==> src/rtl/link_monitor_pkg.sv <==
// Shared link-state encodings for link_monitor and the PCS/management blocks that decode link_state.
package link_monitor_pkg;

  typedef enum logic [1:0] {
    LM_FAIL = 2'd0,
    LM_WAIT = 2'd1,
    LM_UP   = 2'd2
  } lm_state_e;

  function automatic logic rx_idle(input logic [1:0] rx_valid);
    return rx_valid == 2'b00;
  endfunction

endpackage

==> src/rtl/link_monitor_sync_bit.sv <==
// Two-flop synchronizer for a single asynchronous level, async active-low reset.
module sync_bit (
  input  logic clk,
  input  logic rst_n,
  input  logic d,
  output logic q
);

  logic meta;

  always_ff @(posedge clk or negedge rst_n) begin
    if (!rst_n) begin
      meta <= 1'b0;
      q    <= 1'b0;
    end else begin
      meta <= d;
      q    <= meta;
    end
  end

endmodule

==> src/rtl/link_monitor.sv <==
// Link bring-up/monitor FSM: FAIL -> WAIT (stable qualification) -> UP, with idle and signal-loss detection.
// Optional LINK_MONITOR_STATS_EN adds a saturating link_drops counter of UP->FAIL transitions.
module link_monitor
  import link_monitor_pkg::*;
#(
  parameter logic [15:0] STABLE_CYCLES = 16'd41250,
  parameter logic [7:0]  IDLE_TIMEOUT  = 8'd64
) (
  input  logic       clk,
  input  logic       rst_n,
  input  logic       signal_detect,
  input  logic [1:0] rx_valid,
  input  logic       rx_err,
  output logic       dp_rst,
  output logic       link_status,
  output logic [1:0] link_state
`ifdef LINK_MONITOR_STATS_EN
  ,
  output logic [15:0] link_drops
`endif
);

  localparam int unsigned SW = $bits(STABLE_CYCLES);
  localparam int unsigned IW = $bits(IDLE_TIMEOUT);

  logic          sd_s;
  logic          idle_cyc;
  lm_state_e     state_q, state_d;
  logic [SW-1:0] stable_q, stable_d;
  logic [IW-1:0] idle_q, idle_d;

  sync_bit u_sd_sync (
    .clk   (clk),
    .rst_n (rst_n),
    .d     (signal_detect),
    .q     (sd_s)
  );

  assign idle_cyc = rx_idle(rx_valid);

  // Checks are ordered by priority: signal loss, idle timeout, rx_err clear, stable completion.
  always_comb begin
    state_d  = state_q;
    stable_d = stable_q;
    idle_d   = idle_q;
    case (state_q)
      LM_FAIL: begin
        if (sd_s) state_d = LM_WAIT;
      end
      LM_WAIT, LM_UP: begin
        idle_d = idle_cyc ? idle_q + 1'b1 : '0;
        if (!sd_s) begin
          state_d = LM_FAIL;
        end else if (idle_cyc && (idle_q == IDLE_TIMEOUT - 1'b1)) begin
          state_d = LM_FAIL;
        end else if (state_q == LM_WAIT) begin
          if (rx_err) begin
            stable_d = '0;
          end else if (stable_q == STABLE_CYCLES - 1'b1) begin
            state_d = LM_UP;
          end else if (stable_q != '1) begin
            stable_d = stable_q + 1'b1;
          end
        end
      end
      default: state_d = LM_FAIL;
    endcase
    if (state_d != state_q) begin
      stable_d = '0;
      idle_d   = '0;
    end
  end

  // Outputs are registered from next-state so they track the state register without lag.
  always_ff @(posedge clk or negedge rst_n) begin
    if (!rst_n) begin
      state_q     <= LM_FAIL;
      stable_q    <= '0;
      idle_q      <= '0;
      dp_rst      <= 1'b1;
      link_status <= 1'b0;
      link_state  <= LM_FAIL;
    end else begin
      state_q     <= state_d;
      stable_q    <= stable_d;
      idle_q      <= idle_d;
      dp_rst      <= (state_d == LM_FAIL);
      link_status <= (state_d == LM_UP);
      link_state  <= state_d;
    end
  end

`ifdef LINK_MONITOR_STATS_EN
  always_ff @(posedge clk or negedge rst_n) begin
    if (!rst_n) begin
      link_drops <= '0;
    end else if ((state_q == LM_UP) && (state_d == LM_FAIL) && (link_drops != 16'hFFFF)) begin
      link_drops <= link_drops + 1'b1;
    end
  end
`endif

endmodule

==> config.mk <==
export PLATFORM = sky130hd
export DESIGN_NAME = link_monitor
export DESIGN_NICKNAME = d
export VERILOG_FILES = /design/src/rtl/link_monitor_pkg.sv /design/src/rtl/link_monitor_sync_bit.sv /design/src/rtl/link_monitor.sv
export SDC_FILE = /design/constraint.sdc
export NUM_CORES = 1
export LEC_CHECK = 0
export ABC_AREA = 0
export ABC_CLOCK_PERIOD_IN_PS = 2500
export BUFFER_PORTS_ARGS = -buffer_cell sky130_fd_sc_hd__buf_2
export CORE_MARGIN = 2
export CORE_UTILIZATION = 50
export DETAILED_ROUTE_END_ITERATION = 6
export PLACE_DENSITY = 0.69
export SETUP_SLACK_MARGIN = 0.3
export SLEW_MARGIN = 40
export SYNTH_ARGS = -nofsm -noshare
export SYNTH_HDL_FRONTEND = slang
export SYNTH_SLANG_ARGS = --single-unit
==> constraint.sdc <==
create_clock -name clk -period 2.5 [get_ports clk]
set_clock_uncertainty 0.1 [all_clocks]
set_input_delay 0 -clock clk [delete_from_list [all_inputs] [get_ports clk]]
set_output_delay 0 -clock clk [all_outputs]
set_load 0.05 [all_outputs]
==> results.py, run 1 <==
metrics = {
    "logic_synthesis": {
        "synthFlopType": "dfrtp_1",
        "synth.avg_cell_area_sq_um": 9.56,
        "synth_top_family_by_area": "compound AO/OA/AOI/OAI gates",
        "synth_edf_count": 0,
        "netlist_area_sq_mm": 0.00200,
        "ys_seq_elements": 30,
        "yosys.area_share.simple_pct": 24.9,
        "yosysWarningCount": 0,
        "seq_area_frac_synth_pct": 37.6,
        "ys_async_sr_fraction_pct": 100,
        "synth-compound-area-share_pct": 26.9,
        "synth-xor-area-share_pct": 0.877,
        "synth.area.mux_share_pct": 0.501,
        "synth_fp_nets": 221,
        "ys_types": 51,
        "synthCells": 209,
        "synth_fa_ha_area_share_pct": 3.76,
    },
    "worst_setup_path": {
        "path_cells": "or3b_1 -> nor4b_4 -> buf_4 -> nand3_4 -> a21oi_4 -> clkbuf_16 -> nor4_4",
        "crit_path_start": "stable_q[14]",
        "reg2reg_setup_slack_ps": 300,
        "crit_family": "simple AND/OR/NAND/NOR gates",
        "crit_type": "reg2reg",
        "r2r_start": "stable_q[14]",
        "cp-end-kind": "flip-flop",
        "cpMaxStageDelayCell": "or3b_1",
        "crit_fanout": 8,
        "cp_slowest_stage_delay_ps": 450,
        "cp_data_required_time_ps": 2570,
        "start_kind": "flip-flop",
        "arrival_ps": 2270,
        "crit_buf_inv": 2,
    },
    "power": {
        "power_mw": 1.77,
        "p_leak_nw": 0.972,
        "power.density_mw_per_mm2": 678,
        "sw_frac_of_total_pct": 39.5,
        "seqPwrFrac_pct": 30.5,
        "clkPwrFrac_pct": 23.0,
        "pwr-share-comb_pct": 46.5,
        "p_sw_mw": 0.699,
        "peakVddDrop_mv": 0.518,
        "internal_power_mw": 1.07,
    },
    "placement": {
        "pre_cts_slack_ps": 87.2,
        "gp_congestion": 0.919,
        "io_buffers": 9,
        "hpwl_um": 3370,
    },
    "timing": {
        "max-slew-margin-rel_pct": 54.5,
        "slew_violations": 0,
        "post-route-period-util_pct": 88.1,
        "fmax_ghz": 0.454,
        "hold_viol": 0,
        "setup_slack_ps": 299,
        "period_needed_ps": 2200,
        "rsz0062_at_grt": "yes",
        "finalSetupViolCount": 0,
        "hold_ws_ps": 91.6,
        "tns_ps": 0,
        "tightestPinTransition_ps": 683,
    },
    "clock_network": {
        "cts-root-buf": "clkbuf_8",
        "cts_tree": "done",
        "clockBufferDepth": 2,
        "clk_pin_slew_worst_paths_ps": 60,
        "clock_sinks": 30,
        "cts_made_buffers": 5,
        "clk_latency_ps": 280,
        "htree_levels": 2,
    },
    "cells_and_area": {
        "nNetsFinal": 260,
        "drive_gt1_share_pct": 39.4,
        "seqCellArea_sq_um": 756,
        "diodes": 0,
        "fill_cells": 301,
        "area_growth_pct": 30.8,
        "multiInputGateArea_sq_mm": 0.00132,
    },
    "flow_run": {
        "maxCapViolations": 0,
    },
    "routing": {
        "vias": 1961,
        "first_pass_iters": 5,
        "ant_nets": 0,
        "viasPerCell": 6.60,
        "detail_route.wl_per_cell_um": 18.6,
        "wl_um": 5510,
        "drt-initial-drc-count": 228,
        "drc": 0,
    },
    "floorplanning": {
        "rows": 22,
        "ioPinCount": 10,
        "core-area_sq_mm": 0.00374,
        "die_h_um": 67.2,
        "die_w_um": 67.2,
        "die_area_sq_mm": 0.00452,
        "initial_core_util_pct": 53.4,
    },
    "global_routing": {
        "grt_pass1_vias": 1929,
        "overflow": 0,
        "grt_max_degree": 31,
        "antenna_found_initial": 0,
        "grt_usage_pct": 27.6,
        "grt_pass1_wl_um": 9230,
    },
    "min_path": {
        "min_from": "rx_valid[1]",
        "hold_path_class": "in2reg",
    },
    "outcome": {
        "status": "complete, no violations",
    },
}
registers in the layout, indices dropped and copies added, names as in the netlist:
name	cells
link_status	1
idle_q	8
u_sd_sync.q	1
stable_q	16
state_q	2
dp_rst	1
u_sd_sync.meta	1
timing repair:
action | in CTS | in global routing
setup buffers | 14 | 2
endpoints found under the hold margin | 32 | 0
pin swaps | 24 | 8
endpoints found under the setup margin | 24 | 27
hold buffers | 4 | 0
resized for setup | 31 | 10
gates cloned | 2 | 0
path summary, 6_finish.rpt:
kind	to	depth (start not counted)
worst max-delay path	stable_q[15]	7
worst max register to register	stable_q[15]	7
worst min-delay path	idle_q[1]	4
max in group asynchronous	state_q[1]	2
min in group asynchronous	stable_q[8]	2
worst min register to register	u_sd_sync.q	0
worst reg2reg max path, stage by stage, from the launching register on:
cell,delay [ps]
dfrtp_1,410
or3b_1,450
nor4b_4,300
buf_4,210
nand3_4,90
a21oi_4,260
clkbuf_16,220
nor4_4,50
metrics by stage:
stage | std cells | util, % | cell area [sq um]
2_1_floorplan | 209 | - | 2030
3_3_place_gp | 267 | 57.8 | 2160
3_5_place_dp | 267 | 57.8 | 2160
4_1_cts | 295 | 68.3 | 2560
5_1_grt | 297 | 69.8 | 2610
6_report | 297 | 69.8 | 2610
cells in the final DEF (no fill, tap or decap), types with 3 or more instances in the layout:
cell / n
nor3b_1: 3
nor4_1: 3
buf_4: 29
dfrtp_1: 26
inv_1: 3
nand3_1: 12
nand4_1: 4
dlygate4sd3_1: 4
or4_4: 3
clkbuf_8: 6
dfrtp_2: 3
a21oi_1: 5
o22ai_1: 7
and3_1: 5
nor2_1: 9
a31oi_1: 8
nor3_1: 10
o31ai_1: 4
nand4b_1: 6
o21ai_1: 9
buf_2: 9
nand2_1: 8
o21ai_0: 5
a211oi_2: 15
ha_1: 4
layer usage:
metal  global-route usage, %  part of all wire [%]  up-vias
li1                        -                     -      907
met1                    32.3                    41      952
met2                    49.0                    51       85
met3                    5.33                   5.3       17
met4                    12.0                   2.8        0
met5                       0                     0        -
synthesized netlist by cell type, types with 2 or more instances:
| master | count | area (sq um) |
|---|---|---|
| nor2_1 | 9 | 33.8 |
| clkbuf_1 | 5 | 18.8 |
| nor3_1 | 10 | 50.1 |
| dfrtp_1 | 29 | 726 |
| inv_1 | 5 | 18.8 |
| a211oi_1 | 6 | 45.0 |
| nand3_1 | 13 | 65.1 |
| or4_1 | 3 | 22.5 |
| a211oi_2 | 10 | 125 |
| nand2_1 | 9 | 33.8 |
| nand4_1 | 4 | 25.0 |
| clkbuf_2 | 2 | 10.0 |
| o22ai_1 | 7 | 43.8 |
| ha_1 | 6 | 75.1 |
| a21oi_1 | 7 | 35.0 |
| nand4b_1 | 6 | 52.6 |
| nor3b_1 | 3 | 22.5 |
| a41oi_1 | 2 | 17.5 |
| buf_6 | 4 | 45.0 |
| a31oi_1 | 9 | 56.3 |
| a2111oi_0 | 2 | 17.5 |
| nor4_1 | 4 | 25.0 |
| o21ai_0 | 5 | 25.0 |
| and3_1 | 6 | 37.5 |
| o21ai_1 | 9 | 45.0 |
| nor2b_1 | 2 | 12.5 |
| buf_2 | 3 | 15.0 |
| o31ai_1 | 5 | 37.5 |
| or2_2 | 2 | 12.5 |
logic make-up (layout without fill, tap and decap cells):
family	count (synthesis)	after routing
buffers and inverters	19	59
multiplexers	1	1
AND/OR/NAND/NOR	80	80
XOR/XNOR	2	2
flip-flops	30	30
AO/OA/AOI/OAI	71	71
adder cells (fa/ha/maj)	6	6
cell type report:
type	instances	area share, %
clock buffers	8	3.45
inverters	5	0.814
multi-input cells	160	50.4
flip-flops and latches	30	28.9
well taps	48	2.30
repair buffers	46	14.2
power by group through the flow:
stage,sequential (mW),combinational (mW),clock (mW)
4_1_cts,0.540,0.806,0.417
2_1_floorplan,0.613,0.396,0
5_1_grt,0.543,0.880,0.439
3_5_place_dp,0.559,0.590,0
3_3_place_gp,0.555,0.572,0
6_report,0.541,0.823,0.407
Note: power is estimated with default switching activity, not from simulation.
==> inputs of run 2 (changes only) <==
CORE_UTILIZATION = 61   (was 50)
PLACE_DENSITY = 0.81   (was 0.69)
==> run 2 against run 1 <==
  * Cell count is 0.34% lower
  * Total power is 14% higher
  * Register-to-register slack worse by 150 ps
  * Maximum frequency is 6.5% lower
  * Via count is 23% higher
  * Setup slack worse by 150 ps
  * First-iteration DRC count grew to 2.6 times the previous value
  * Critical endpoint is now stable_q[0]
  * Highest routed layer unchanged
==> results.py, run 2 (same netlist as run 1, synthesis figures left out) <==
metrics = {
    "clock_network": {
        "clk_pin_slew_worst_paths_ps": 120,
        "cts_tree": "done",
        "clock_sinks": 30,
        "cts-root-buf": "clkbuf_4",
        "clk_latency_ps": 360,
        "htree_levels": 2,
        "clockBufferDepth": 2,
        "cts_made_buffers": 5,
    },
    "cells_and_area": {
        "final_cell_area_sq_mm": 0.00277,
        "nNetsFinal": 263,
        "layout_common_cells": "buf_4 (28), dfrtp_1 (25), a211oi_2 (13)",
        "fin_cells": 296,
        "drive_gt1_share_pct": 45.6,
        "seqCellArea_sq_um": 757,
        "multiInputGateArea_sq_mm": 0.00142,
        "largest-register": "stable_q",
        "diodes": 0,
        "post-route-util_pct": 89.9,
        "area_growth_pct": 38.5,
        "reg_top3": "stable_q (16), idle_q (8), state_q (2)",
        "fill_cells": 128,
        "layout_commonest_cell": "buf_4",
        "largest_reg_flops": 16,
    },
    "routing": {
        "wl_um": 8130,
        "drt-initial-drc-count": 592,
        "drc": 0,
        "ant_nets": 0,
        "vias": 2413,
        "detail_route.wl_per_cell_um": 27.5,
        "viasPerCell": 8.15,
        "first_pass_iters": 7,
    },
    "floorplanning": {
        "core-area_sq_mm": 0.00308,
        "die_h_um": 61.2,
        "die_w_um": 61.2,
        "rows": 20,
        "ioPinCount": 10,
        "die_area_sq_mm": 0.00375,
        "initial_core_util_pct": 64.9,
    },
    "timing": {
        "post-route-period-util_pct": 94.2,
        "tightestPinTransition_ps": 712,
        "slew_violations": 0,
        "tns_ps": 0,
        "fmax_ghz": 0.425,
        "max-slew-margin-rel_pct": 52.6,
        "rsz0062_at_grt": "yes",
        "period_needed_ps": 2350,
        "hold_viol": 0,
        "finalSetupViolCount": 0,
    },
    "worst_setup_path": {
        "r2r_start": "stable_q[9]",
        "crit_type": "reg2reg",
        "r2r_cells": 8,
        "cp-end-kind": "flip-flop",
        "cp_data_required_time_ps": 2630,
        "r2r_end": "stable_q[0]",
        "crit_fanout": 6,
        "cpMaxStageDelayCell": "or4b_4",
        "cp_slowest_stage_delay_ps": 570,
        "start_kind": "flip-flop",
        "path_cells": "or4b_4 -> nor4_4 -> buf_4 -> nand3_4 -> a21oi_4 -> buf_6 -> clkbuf_16 -> a211oi_2",
        "reg2reg_setup_slack_ps": 150,
        "arrival_ps": 2480,
    },
    "power": {
        "p_sw_mw": 0.867,
        "power_mw": 2.02,
        "clkPwrFrac_pct": 20.5,
        "sw_frac_of_total_pct": 43.0,
        "seqPwrFrac_pct": 26.9,
        "pwr-share-comb_pct": 52.6,
        "internal_power_mw": 1.15,
        "power.density_mw_per_mm2": 728,
        "peakVddDrop_mv": 0.627,
        "p_leak_nw": 0.998,
    },
    "min_path": {
        "holdPathStages": 4,
        "min_from": "rx_err",
        "worstHoldEndpoint": "stable_q[10]",
        "hold_path_class": "in2reg",
    },
    "placement": {
        "placed_area_sq_mm": 0.00217,
        "hpwl_um": 3240,
        "dp_cells": 263,
        "gp_congestion": 0.913,
        "io_buffers": 9,
    },
    "global_routing": {
        "grt_pass1_wl_um": 9510,
        "grt_max_degree": 31,
        "antenna_found_initial": 0,
        "grt_usage_pct": 35.3,
        "overflow": 0,
        "grt_pass1_vias": 1967,
    },
    "outcome": {
        "status": "complete, no violations",
    },
    "flow_run": {
        "maxCapViolations": 0,
    },
}
[run 2: cell count changes in the layout (fill, tap and decap cells not counted), sizes merged]
| cell | previous run | this run |
|---|---|---|
| clkinv | 0 | 2 |
| buf | 41 | 43 |
| bufinv | 0 | 1 |
| clkbuf | 9 | 7 |
[run 2: worst max path at each step]
| stage | start | end | slack, ps | cells past startpoint |
|---|---|---|---|---|
| after CTS | stable_q[9] | stable_q[9] | 260 | 8 |
| final | stable_q[9] | stable_q[0] | 150 | 8 |
| after detailed placement | state_q[0] | stable_q[9] | -3 | 7 |
| after floorplan | state_q[0] | stable_q[9] | 130 | 8 |
| after global placement | state_q[1] | stable_q[9] | 150 | 7 |
| after global routing | state_q[1] | stable_q[9] | -40 | 6 |
[run 2: area by class of cell]
cell class                      instances  area share [%]
Tap cell                               44            1.99
Inverter                                5           0.769
Multi-Input combinational cell        160            51.3
Sequential cell                        30            27.4
Timing Repair Buffer                   49            15.8
Clock inverter                          3            1.45
Clock buffer                            5            1.36
[run 2: repair_timing]
item | CTS | global route
setup endpoints to repair | 24 | 26
setup buffers | 14 | 3
hold buffers | 4 | 0
pin swaps | 8 | 25
resized for setup | 15 | 42
cloned | 1 | 3
hold endpoints to repair | 33 | 0
[run 2: power by group through the flow]
stage	Combinational (mW)	Clock (mW)	Sequential, mW
6_report	1.06	0.413	0.543
5_1_grt	1.11	0.432	0.549
4_1_cts	0.768	0.403	0.537
3_5_place_dp	0.591	0	0.560
3_3_place_gp	0.579	0	0.555
2_1_floorplan	0.396	0	0.613
[run 2: per-stage QoR]
stage               setup WS (ps)  hold WS [ps]
CTS                           264          16.0
global route                -36.1           125
detailed placement          -3.28         -25.8
floorplan                     132          -396
finish                        145           123
global placement              151         -40.6
[run 2: critical path, delay by kind of cell (launching register included)]
family / cells / cell delay (ps)
buffers and inverters: 3 / 530
and+or+nand+nor: 3 / 920
AOI/OAI and AO/OA: 2 / 230
DFF: 1 / 430
[run 2: layer usage]
metal	up-vias	share of wire, %	wire, um	track usage, %
met3	96	14	1160	10.1
met4	0	8.2	667	19.3
li1	913	-	-	-
met5	-	0	0	0
met1	1116	33	2670	45.8
met2	288	45	3630	53.3
==> inputs of run 3 (changes only) <==
CAP_MARGIN = 30   (was default)
CORE_MARGIN = 3   (was 2)
CORE_UTILIZATION = 60   (was 61)
SYNTH_HIERARCHICAL = 1   (was default)
==> run 3 against run 2 <==
  * Largest power group unchanged
  * Synthesized cell count shrank 3.3%
  * Clock power shrank 24%
  * Design area shrank 18%
  * Global-route usage shrank 7.0 points
  * Area after synthesis shrank 11%
  * First-iteration DRC count shrank 67%
  * Utilization shrank 9.0 points
  * Wire length shrank 40%
  * Total power shrank 21%
==> results.py, run 3 <==
metrics = {
    "outcome": {
        "status": "complete, no violations",
    },
    "logic_synthesis": {
        "yosysWarningCount": 6,
        "synth_top_area_share_pct": 40.6,
        "synth.avg_cell_area_sq_um": 8.85,
        "ys_seq_elements": 30,
        "netlist_area_sq_mm": 0.00179,
        "synth_commonest_cells": "dfrtp_1 (29), a21oi_1 (26), o21ai_0 (19), nor2_1 (14), nand2_1 (13)",
        "synthCells": 202,
        "synth_edf_count": 0,
        "ys_top_cells_by_area": "dfrtp_1 (41%), a21oi_1 (7.3%), o21ai_0 (5.3%)",
        "ys_async_sr_fraction_pct": 100,
        "synthFlopType": "dfrtp_1",
        "synth_top_cell_by_area": "dfrtp_1",
        "synth_most_common_cell": "dfrtp_1",
        "ys_types": 37,
        "seq_area_frac_synth_pct": 42.1,
        "synth_fp_nets": 214,
    },
    "routing": {
        "ant_nets": 0,
        "first_pass_iters": 5,
        "vias": 1851,
        "wl_um": 4910,
        "detail_route.wl_per_cell_um": 18.0,
        "viasPerCell": 6.78,
        "drt-initial-drc-count": 195,
        "drc": 0,
    },
    "clock_network": {
        "clk_pin_slew_worst_paths_ps": 100,
        "htree_levels": 2,
        "clk_latency_ps": 340,
        "clockBufferDepth": 2,
        "cts-root-buf": "clkbuf_4",
        "cts_tree": "done",
        "cts_made_buffers": 5,
        "clock_sinks": 30,
    },
    "cells_and_area": {
        "area_growth_pct": 27.1,
        "largest-register": "stable_q",
        "largest_reg_flops": 16,
        "nNetsFinal": 253,
        "layout_common_cells": "dfrtp_1 (26), a21oi_1 (21), o21ai_0 (19), buf_4 (19), nor2_1 (14)",
        "reg_top3": "stable_q (16), idle_q (8), state_q (2)",
        "fill_cells": 164,
        "drive_gt1_share_pct": 30.6,
        "final_cell_area_sq_mm": 0.00227,
        "layout_commonest_cell": "dfrtp_1",
        "post-route-util_pct": 81.0,
        "diodes": 0,
    },
    "placement": {
        "placed_area_sq_mm": 0.00191,
        "io_buffers": 9,
        "hpwl_um": 2820,
        "pre_cts_slack_ps": 49.4,
        "gp_congestion": 0.904,
    },
    "global_routing": {
        "grt_pass1_vias": 1634,
        "grt_max_degree": 31,
        "grt_pass1_wl_um": 7930,
        "antenna_found_initial": 0,
        "grt_usage_pct": 28.4,
        "overflow": 0,
    },
    "power": {
        "peakVddDrop_mv": 0.478,
        "p_leak_nw": 0.895,
        "power.density_mw_per_mm2": 698,
    },
    "timing": {
        "rsz0062_at_grt": "yes",
        "hold_viol": 0,
        "finalSetupViolCount": 0,
        "tightestPinTransition_ps": 651,
        "period_needed_ps": 2350,
        "fmax_ghz": 0.426,
        "slew_violations": 0,
        "max-slew-margin-rel_pct": 56.6,
        "setup_slack_ps": 152,
        "post-route-period-util_pct": 93.9,
    },
    "floorplanning": {
        "core-area_sq_mm": 0.00281,
        "ioPinCount": 10,
        "die_h_um": 60.6,
        "initial_core_util_pct": 63.7,
        "rows": 19,
        "die_area_sq_mm": 0.00367,
        "die_w_um": 60.6,
    },
    "worst_setup_path": {
        "cp_data_required_time_ps": 2670,
        "crit_family": "simple AND/OR/NAND/NOR gates",
        "r2r_end": "stable_q[1]",
        "crit_buf_inv": 2,
        "crit_fanout": 8,
        "start_kind": "flip-flop",
        "path_cells": "inv_2 -> ha_4 -> and2_4 -> o31ai_4 -> or4_4 -> buf_6 -> or3_4 -> a21oi_2",
        "cp-end-kind": "flip-flop",
        "arrival_ps": 2520,
        "cpMaxStageDelayCell": "or4_4",
        "reg2reg_setup_slack_ps": 150,
        "r2r_start": "state_q[1]",
        "cp_slowest_stage_delay_ps": 600,
        "crit_type": "reg2reg",
        "r2r_cells": 8,
    },
    "min_path": {
        "hold_path_class": "in2async",
    },
    "flow_run": {
        "maxCapViolations": 0,
    },
}
-- run 3: changes by cell type after synthesis, sizes merged, moves of 6 or more --
cell,change
or3,+6
a211oi,-16
o22ai,-7
a21oi,+20
-- run 3: timing repair --
item,in CTS,in global routing
resized for setup,11,15
setup buffers,9,5
hold endpoints to repair,38,0
gates cloned,1,1
pin swaps,10,3
hold buffers,6,0
endpoints found under the setup margin,19,24
-- run 3: cell type report --
type | instances | area [sq um] | share of cell area, %
multi-input cells | 159 | 1090 | 48.2
flip-flops and latches | 30 | 756 | 33.3
repair buffers | 38 | 293 | 12.9
clock buffers | 6 | 51.3 | 2.26
well taps | 31 | 38.8 | 1.71
inverters | 7 | 26.3 | 1.16
clock inverters | 2 | 12.5 | 0.551
-- run 3: power breakdown --
| group | switching (mW) | internal, mW | total [mW] |
|---|---|---|---|
| clock network | 0.179 | 0.135 | 0.314 |
| registers | 0.0242 | 0.523 | 0.547 |
| logic | 0.436 | 0.289 | 0.725 |
-- run 3: layer usage --
layer | share of wire [%] | vias up | global-route usage, %
met3 | 7.6 | 11 | 5.96
met5 | 0 | - | 0
met4 | 1.7 | 0 | 8.67
met1 | 43 | 901 | 39.7
met2 | 48 | 96 | 44.1
li1 | - | 843 | -
-- run 3: how the worst max path moves through the flow --
stage,startpoint,to,cells past startpoint
final,state_q[1],stable_q[1],8
after global placement,state_q[1],stable_q[3],7
after floorplan,state_q[0],stable_q[3],8
after global routing,state_q[1],stable_q[1],8
after detailed placement,state_q[1],stable_q[9],7
after CTS,stable_q[0],stable_q[1],7
-- run 3: cells by family (layout without fill, tap and decap cells) --
group | Yosys count | in the layout | share of synthesized area, %
xor+xnor | 3 | 3 | 1.47
flops | 30 | 30 | 42.1
simple gates | 91 | 92 | 29.6
fa+ha+maj | 6 | 6 | 4.20
compound gates | 58 | 58 | 19.0
buf+inv | 14 | 53 | 3.57
-- run 3: metrics by stage --
| stage | TNS, ps | total power [mW] | std cells | hold WS [ps] |
|---|---|---|---|---|
| floorplan | -222 | 0.932 | 202 | -396 |
| global route | 0 | 1.66 | 273 | 177 |
| finish | 0 | 1.59 | 273 | 120 |
| CTS | 0 | 1.46 | 267 | 140 |
| global placement | 0 | 1.06 | 243 | -45.4 |
| detailed placement | 0 | 1.08 | 243 | -33.1 |
